--- src/rtl/keypad_scanner.sv ---
// Keypad front end for the digital lock: scans a 4x4 hex matrix plus a
// dedicated ENTER button, synchronises and debounces whole scan frames,
// rejects multi-key presses and emits one strobed 5-bit code per press.
// Codes 0-15 are hex digits (4*row + column), code 16 is ENTER.
module keypad_scanner #(
  parameter int unsigned SCAN_DIV = 10, // clocks per column slot, >= 4
  parameter int unsigned DEBOUNCE = 3   // identical frames needed to accept, >= 1
) (
  input  logic       clk,
  input  logic       rst,       // asynchronous, active low
  input  logic [3:0] row,       // active-low row sense, asynchronous
  input  logic       enter_btn, // active-high, asynchronous
  output logic [3:0] col,       // active-low one-hot column drive
  output logic [4:0] keyout,
  output logic       strobe,
  output logic       key_held
);

  localparam int unsigned SlotW = (SCAN_DIV > 1) ? $clog2(SCAN_DIV) : 1;
  localparam int unsigned CntW  = $clog2(DEBOUNCE + 1);

  localparam logic [SlotW-1:0] SlotLast = SlotW'(SCAN_DIV - 1);
  localparam logic [CntW-1:0]  CntMax   = CntW'(DEBOUNCE);

  // Classification of one complete scan frame.
  typedef enum logic [1:0] {
    ResNone  = 2'd0,
    ResKey   = 2'd1,
    ResMulti = 2'd2
  } res_kind_e;

  typedef enum logic {
    StIdle = 1'b0,
    StHeld = 1'b1
  } state_e;

  // Synchronisers
  logic [3:0] row_meta_q, row_sync_q;
  logic       enter_meta_q, enter_sync_q;

  // Scan timing
  logic [SlotW-1:0] slot_q;
  logic [1:0]       col_q;
  logic             slot_last;
  logic             frame_end;

  // Frame snapshot: bits [4r+c] are matrix keys, bit 16 is ENTER (1 = pressed)
  logic [16:0] snap_q;
  logic [16:0] frame_bits;

  // Frame result and debounce
  res_kind_e       res_kind;
  logic [4:0]      res_code;
  res_kind_e       prev_kind_q;
  logic [4:0]      prev_code_q;
  logic            res_same;
  logic [CntW-1:0] cnt_q, cnt_d;
  logic            res_stable;

  state_e state_q;

  // Two-flop synchronisers; rows idle high so a reset never looks like a press.
  always_ff @(posedge clk or negedge rst) begin
    if (!rst) begin
      row_meta_q   <= 4'hF;
      row_sync_q   <= 4'hF;
      enter_meta_q <= 1'b0;
      enter_sync_q <= 1'b0;
    end else begin
      row_meta_q   <= row;
      row_sync_q   <= row_meta_q;
      enter_meta_q <= enter_btn;
      enter_sync_q <= enter_meta_q;
    end
  end

  assign slot_last = (slot_q == SlotLast);
  assign frame_end = slot_last && (col_q == 2'd3);

  // Slot and column counters wrap freely.
  always_ff @(posedge clk or negedge rst) begin
    if (!rst) begin
      slot_q <= '0;
      col_q  <= 2'd0;
    end else if (slot_last) begin
      slot_q <= '0;
      col_q  <= col_q + 2'd1;
    end else begin
      slot_q <= slot_q + SlotW'(1);
    end
  end

  // Decode the active column into an active-low one-hot drive.
  always_comb begin
    col        = 4'hF;
    col[col_q] = 1'b0;
  end

  // Merge the samples taken this clock into the snapshot so the frame result
  // can be formed on the same clock as the final column-3 sample.
  always_comb begin
    frame_bits = snap_q;
    if (slot_last) begin
      for (int r = 0; r < 4; r++) begin
        frame_bits[{1'b0, 2'(r), col_q}] = ~row_sync_q[2'(r)];
      end
      if (col_q == 2'd3) begin
        frame_bits[16] = enter_sync_q;
      end
    end
  end

  // Snapshot register; every bit is rewritten once per frame.
  always_ff @(posedge clk or negedge rst) begin
    if (!rst) begin
      snap_q <= '0;
    end else begin
      snap_q <= frame_bits;
    end
  end

  // Classify the frame: none, exactly one key (with its code), or several.
  always_comb begin
    res_kind = ResNone;
    res_code = 5'd0;
    for (int i = 0; i < 17; i++) begin
      if (frame_bits[5'(i)]) begin
        if (res_kind == ResNone) begin
          res_kind = ResKey;
          res_code = 5'(i);
        end else begin
          res_kind = ResMulti;
        end
      end
    end
    // All multi-key frames compare equal to one another.
    if (res_kind == ResMulti) begin
      res_code = 5'd0;
    end
  end

  assign res_same = (res_kind == prev_kind_q) && (res_code == prev_code_q);

  // Debounce count: restart on any change of result, saturate at DEBOUNCE.
  always_comb begin
    if (!res_same) begin
      cnt_d = CntW'(1);
    end else if (cnt_q == CntMax) begin
      cnt_d = cnt_q;
    end else begin
      cnt_d = cnt_q + CntW'(1);
    end
  end

  assign res_stable = (cnt_d == CntMax);

  // Remember the previous frame result and its run length.
  always_ff @(posedge clk or negedge rst) begin
    if (!rst) begin
      prev_kind_q <= ResNone;
      prev_code_q <= 5'd0;
      cnt_q       <= '0;
    end else if (frame_end) begin
      prev_kind_q <= res_kind;
      prev_code_q <= res_code;
      cnt_q       <= cnt_d;
    end
  end

  // Press/release FSM with registered outputs; acts only at frame end.
  always_ff @(posedge clk or negedge rst) begin
    if (!rst) begin
      state_q  <= StIdle;
      keyout   <= 5'd0;
      strobe   <= 1'b0;
      key_held <= 1'b0;
    end else begin
      strobe <= 1'b0;
      if (frame_end) begin
        unique case (state_q)
          StIdle: begin
            if (res_stable && (res_kind == ResKey)) begin
              state_q  <= StHeld;
              keyout   <= res_code;
              strobe   <= 1'b1;
              key_held <= 1'b1;
            end
          end
          StHeld: begin
            // Only a stable empty frame counts as release; a new key or a
            // multi-press while held is ignored, so nothing auto-repeats.
            if (res_stable && (res_kind == ResNone)) begin
              state_q  <= StIdle;
              key_held <= 1'b0;
            end
          end
          default: state_q <= StIdle;
        endcase
      end
    end
  end

endmodule

--- config.mk ---
export PLATFORM = sky130hd
export DESIGN_NAME = keypad_scanner
export DESIGN_NICKNAME = d
export VERILOG_FILES = /design/src/rtl/keypad_scanner.sv
export SDC_FILE = /design/constraint.sdc
export NUM_CORES = 1
export LEC_CHECK = 0
export CAP_MARGIN = 20
export CORE_MARGIN = 2
export CORE_UTILIZATION = 55
export CTS_CLUSTER_DIAMETER = 200
export DETAILED_ROUTE_END_ITERATION = 12
export GPL_TIMING_DRIVEN = 0
export PLACE_DENSITY = 0.76
export SLEW_MARGIN = 5
export SYNTH_ARGS = -nofsm -noshare
export SYNTH_HDL_FRONTEND = slang
export SYNTH_SLANG_ARGS = --single-unit
export TNS_END_PERCENT = 10
--- constraint.sdc ---
create_clock -name clk -period 6.6 [get_ports clk]
set_input_delay 1.98 -clock clk [delete_from_list [all_inputs] [get_ports clk]]
set_output_delay 1.98 -clock clk [all_outputs]
set_load 0.005 [all_outputs]
Yosys cells after proc, flatten, opt, wreduce, memory -nomap -nowiden
Index checks and enable logic that the tools add are counted.
{ "word_totals": {"elab_cells": 158, "register_bits": 46, "inputBits": 7, "output_inout_bits": 11} }
{ "op_classes": {"mux": 89, "eq_ne": 10, "add_sub_neg": 3, "bitwise_logic": 4, "n_lt_le_gt_ge": 10, "reduce_logical": 27} }
{ "ops": {"columns": ["operator", "n"], "rows": [
  ["$mux W5", 29],
  ["$bwmux W17", 4],
  ["$mux W2", 32],
  ["$logic_not A2 Y1", 16],
  ["$mux W16", 1],
  ["$mux W1", 15],
  ["$lt A4 B6 Y1 const B", 2],
  ["$demux W1 S2", 5],
  ["$logic_and A1 B1 Y1", 9],
  ["$eq A2 B2 Y1 const B", 4],
  ["$ge A4 B1 Y1 const B", 2],
  ["$lt A2 B6 Y1 const B", 1],
  ["$lt A3 B6 Y1 const B", 1],
  ["$reduce_and A3 Y1", 2],
  ["$eq A5 B5 Y1", 1],
  ["$add A2 B1 Y2 const B", 2],
  ["$add A4 B1 Y4 const B", 1],
  ["$eq A4 B4 Y1 const B", 1],
  ["$ge A2 B1 Y1 const B", 2],
  ["$mux W4", 1],
  ["$not A4 Y4", 1],
  ["$pmux W1 S2", 2],
  ["$ge A3 B1 Y1 const B", 1],
  ["$lt A2 B3 Y1 const B", 1],
  ["5 further kinds", 7]
]} }

Logic depth before layout (Yosys ltp)
Gate-level depths: netlist of the first run.
{ "logic_depth": {"ltp_word": 65, "ltp_mapped": 21} }

Worst setup path after synthesis of the first run
Ideal clock, no wire load.
{ "synth_path": {"kind": "register -> register", "start": "register slot_q[2]", "end": "register keyout[0]", "setup_ps": 125, "t_arrival_ps": 4779, "setup_slack_ps": 1695, "n_path_buf": 2, "stages_incl_launch_ff": 21, "path_cell_list": "dfrtp_1 > and4bb_4 > buf_8 > nand2_4 > nand2_1 > o21ai_0 > ha_1 > nor2b_1 > o31ai_2 > or3_1 > a21boi_1 > o221a_2 > o32ai_1 > or3_4 > a2111oi_4 > a31oi_2 > or3_1 > a211oi_2 > and4bb_1 > buf_6 > mux2_4"} }
{ "synth_between": {"elab_cells_between_ends": 89, "cone_classes": "eq/ne (6); mux (64); reduce/logical (19)"} }
{ "synth_lines": {"columns": ["element", "line_no", "source"], "rows": [
  ["start, declared", "42", "logic [SlotW-1:0] slot_q;"],
  ["start signal, assigned", "89", "slot_q <= slot_q + SlotW'(1);"],
  ["$eq A4 B4 Y1 *", "77", "assign slot_last = (slot_q == SlotLast);"],
  ["$mux W16 *", "103", "if (slot_last) begin"],
  ["net frame_bits[1]", "49", "logic [16:0] frame_bits;"],
  ["$mux W2", "127", "if (frame_bits[5'(i)]) begin"],
  ["$logic_not A2 Y1", "128", "if (res_kind == ResNone) begin"],
  ["$mux W2", "128", null],
  ["$mux W2", "127", null],
  ["$logic_not A2 Y1", "128", null],
  ["[... 38 more ...]", null, null],
  ["$eq A2 B2 Y1", "137", "if (res_kind == ResMulti) begin"],
  ["$mux W5", "137", null],
  ["$eq A5 B5 Y1", "142", "assign res_same = (res_kind == prev_kind_q) && (res_code == prev_code_q);"],
  ["$logic_and A1 B1 Y1", "142", null],
  ["$mux W2", "146", "if (!res_same) begin"],
  ["$eq A2 B2 Y1", "155", "assign res_stable = (cnt_d == CntMax);"],
  ["$logic_and A1 B1 Y1", "182", "if (res_stable && (res_kind == ResKey)) begin"],
  ["$reduce_and A3 Y1 (no line)", null, null],
  ["end signal, assigned", "184", "keyout <= res_code;"],
  ["end, declared", "14", "output logic [4:0] keyout,"]
]} }
Mark *: on every way through the listed nets, which the timed path passes. The rest lies on a longest branch.
A chain may end at the register's enable or synchronous reset.

Final worst setup path of the first run
{ "layout_path": {"start": "register slot_q[2]", "end": "register keyout[3]"} }
Same word-level chain as after synthesis.

==> results of run 1 <==
==> worst max path at each step <==
stage / start / endpoint / depth (start not counted)
floorplan: slot_q[2]$_DFF_PN0_ / keyout[0]$_DFFE_PN0P_ / 20
global placement: slot_q[2]$_DFF_PN0_ / keyout[3]$_DFFE_PN0P_ / 20
detailed placement: slot_q[2]$_DFF_PN0_ / keyout[3]$_DFFE_PN0P_ / 20
CTS: slot_q[2]$_DFF_PN0_ / keyout[3]$_DFFE_PN0P_ / 20
global route: slot_q[2]$_DFF_PN0_ / keyout[3]$_DFFE_PN0P_ / 20
finish: slot_q[2]$_DFF_PN0_ / keyout[3]$_DFFE_PN0P_ / 20
==> layout make-up <==
class,instances,area [um2],area share
multi-input combinational,253,1770,0.532
sequential,41,1030,0.310
timing repair buffer,14,153,0.0458
inverter,24,90.1,0.0271
tap,70,87.6,0.0263
clock buffer,6,82.6,0.0248
buffer,9,77.6,0.0233
clock inverter,2,37.5,0.0113
==> power groups by stage <==
stage / clock network [mW] / registers [mW] / logic [mW]
floorplan: 0 / 0.264 / 0.0490
global placement: 0 / 0.265 / 0.0652
detailed placement: 0 / 0.265 / 0.0684
CTS: 0.219 / 0.260 / 0.0688
global route: 0.231 / 0.261 / 0.0766
finish: 0.215 / 0.260 / 0.0695
==> cells by family after synthesis <==
group,count (synthesis),share of synthesized area
and+or+nand+nor,119,0.211
other,1,0.00126
buffers and inverters,33,0.0565
adders and majority gates,9,0.0362
DFF,41,0.347
muxes,9,0.0392
AOI/OAI and AO/OA,106,0.282
xor gates and xnor gates,9,0.0266
==> layout by cell type, fill, tap and decap left out, types with 5 or more instances in the layout <==
master	synthesis	final
ha_1	7	7
o32ai_1	6	6
o21ai_1	5	5
xnor2_1	7	7
inv_1	22	22
nor3_1	9	9
nand2_1	44	44
dfrtp_1	37	37
o21ai_0	21	21
nor2_1	22	22
a21oi_1	15	15
nand3b_1	5	5
nand3_1	7	7
clkbuf_8	0	6
clkdlybuf4s50_1	0	12
==> per-stage QoR <==
stage,utilization,total power [mW],cells
2_1_floorplan,-,0.313,327
3_3_place_gp,0.616,0.330,410
3_5_place_dp,0.620,0.334,411
4_1_cts,0.644,0.548,419
5_1_grt,0.644,0.568,419
6_report,0.644,0.544,419
==> registers in the layout, summed over array words and instances, names as in the netlist <==
| name | count |
|---|---|
| cnt_q | 2 |
| col_q | 2 |
| key_held | 1 |
| keyout | 4 |
| prev_code_q | 4 |
| prev_kind_q | 2 |
| row_meta_q | 2 |
| row_sync_q | 2 |
| slot_q | 4 |
| snap_q | 16 |
| state_q | 1 |
| strobe | 1 |
==> metal layers <==
layer / share of wire / up-vias / track usage
met3: 0.053 / 10 / 0.0477
met1: 0.49 / 1266 / 0.365
met5: 0 / - / 0
li1: - / 1235 / -
met4: 0.012 / 0 / 0.0768
met2: 0.44 / 79 / 0.370
==> critical path, delay by kind of cell (launching register included) <==
family          cells  cell delay [ns]
compound gates      7             1.53
xor+xnor            1             0.19
fa+ha+maj           1             0.35
buf+inv             2             0.30
flops               1             0.44
mux                 1             0.30
simple gates        8             2.39
==> key figures, run 1 <==
Status
  • Outcome: finished, final reports clean

Timing
  • Final worst slack: 0.968 ns
  • Worst-margin pin slew: 0.687 ns
  • Final Hold Vio Count: 0
  • Max Fclk: 178 MHz
  • Fin Hold WS: 0.360 ns
  • Setup TNS after final layout: 0 ns
  • # setup viols final: 0
  • RSZ-0062 raised after global routing: false
  • Slew Limit Fails: 0
  • Final Critical Period: 5.63 ns
  • Ratio of final minimum period to clock period: 0.853
  • Worst slew margin: 0.541
  • Clock skew: 0.00705 ns

Place
  • Buffers on Ports: 13
  • Post-placement cell area: 0.00321 mm2
  • Pre-CTS WS: 1.10 ns
  • DP HPWL: 5.25 mm
  • Gp weighted congestion: 0.937

Clocking
  • CTS tree: built
  • Clk slew on worst S/H paths: 0.08 ns
  • Num CTS Buffers: 5
  • Sinks on Clock Net: 41
  • Clk_lat worst skew: 0.30 ns
  • Cts repair resizes: 0
  • Clock Path Buffers: 2
  • Cts hold-fix bufs: 0
  • Post-CTS Setup Inserts: 0
  • Clk root buf: clkbuf_8
  • Max H-tree Level: 2

Yosys
  • Primary FF master, synth: dfrtp_1
  • Cell area after synthesis: 0.00297 mm2
  • Synth top area share: 0.312
  • Ranking of synthesized cells by area: dfrtp_1 (31%), nand2_1 (5.6%), dfstp_2 (3.5%)
  • Synthesized instance count: 327
  • Mean Syn Cell Area: 9.08 um2
  • Largest area contributor in the netlist: dfrtp_1
  • Share of flip-flops with an asynchronous set or reset: 1.00
  • Count leader, synth: nand2_1
  • Mapped Nets: 341
  • Post-synth cell types: 83
  • Post-synth EDFFs: 0
  • Top cells by count, synth: nand2_1 (44), dfrtp_1 (37), inv_1 (22), nor2_1 (22), o21ai_0 (21)
  • Register bit total from synthesis: 41
  • Seq/Total Area, Yosys: 0.347
  • Synth warn: 0

Setup path
  • CP Cell Sequence: and4bb_4 -> buf_8 -> nand2_4 -> nand2_1 -> o21ai_0 -> ha_1 -> nor2b_1 -> o31ai_2 -> or3_1 -> nor3_1 -> a311oi_4 -> o2111a_1 -> nor2_1 -> o21ai_0 -> a211oi_1 -> xnor2_1 -> o211ai_1 -> and4bb_1 -> buf_6 -> mux2_4
  • FF-to-FF Start: slot_q[2]$_DFF_PN0_
  • CP max stage cell: nor3_1
  • FF-to-FF setup slack: 0.97 ns
  • CP peak stage delay: 0.52 ns
  • Req. time, crit path: 6.79 ns
  • Crit path DAT: 5.82 ns
  • Worst setup SP type: flip-flop
  • FF-to-FF End: keyout[3]$_DFFE_PN0P_
  • CP dominant cell by count: o21ai_0
  • Crit path max fanout: 10
  • R2R cell count: 20
  • Crit path kind: flip-flop to flip-flop
  • Setup crit end kind: flip-flop

Power and ir drop
  • Psw: 138 uW
  • Switching portion of total power: 0.253
  • Lkg Pwr: 1.49 nW
  • Combinational power share: 0.128
  • Sequential power share: 0.478
  • Pwr Density: 164 mW/mm2
  • Int Pwr: 407 uW
  • Peak supply drop: 129 uV
  • Clk pwr share: 0.394

Final layout
  • Final Net Count: 362
  • Antenna cells: 0
  • Final Cell Area: 0.00333 mm2
  • Share of cells above drive strength 1: 0.178
  • Syn-to-layout area delta: 12.1%
  • Fillers: 460

Job
  • Maxcap violations: 0

Floorplanning
  • Die area: 0.00600 mm2
  • Cell Rows: 26
  • Die height: 77.5 um
  • IO Pins: 18
  • Core area: 0.00517 mm2
  • Die Wd: 77.5 um
  • Starting Density: 0.574

Detailed routing
  • Residual DRC count: 0
  • Vias: 2,590
  • WL per Instance: 16.6 um
  • Starting DRT DRC Count: 252
  • Drt pass-1 iters: 4
  • Average vias per placed instance: 6.18
  • Post-Route WL: 6.97 mm
  • Final ANT Viol Nets: 0

Global route
  • Initial antenna violation count: 0
  • First-pass GRT wire length: 12.0 mm
  • Total GRT Usage: 0.249
  • Vias in the first global route: 2,474
  • Grt ovf: 0
  • Largest net degree at the start of global routing: 23

Worst hold path
  • Hold path cells: 0
  • Hold crit path type: flip-flop to flip-flop
  • Hold endpoint: row_sync_q[0]$_DFF_PN1_
  • HP Start: row_meta_q[0]$_DFF_PN1_
(Power assumes the default switching activity.)
==> inputs of run 2 (changes only) <==
Settings changed: SETUP_SLACK_MARGIN set to 0.3.
==> results of run 2 <==
Final layout, timing and power as in run 1 (identical DEF).
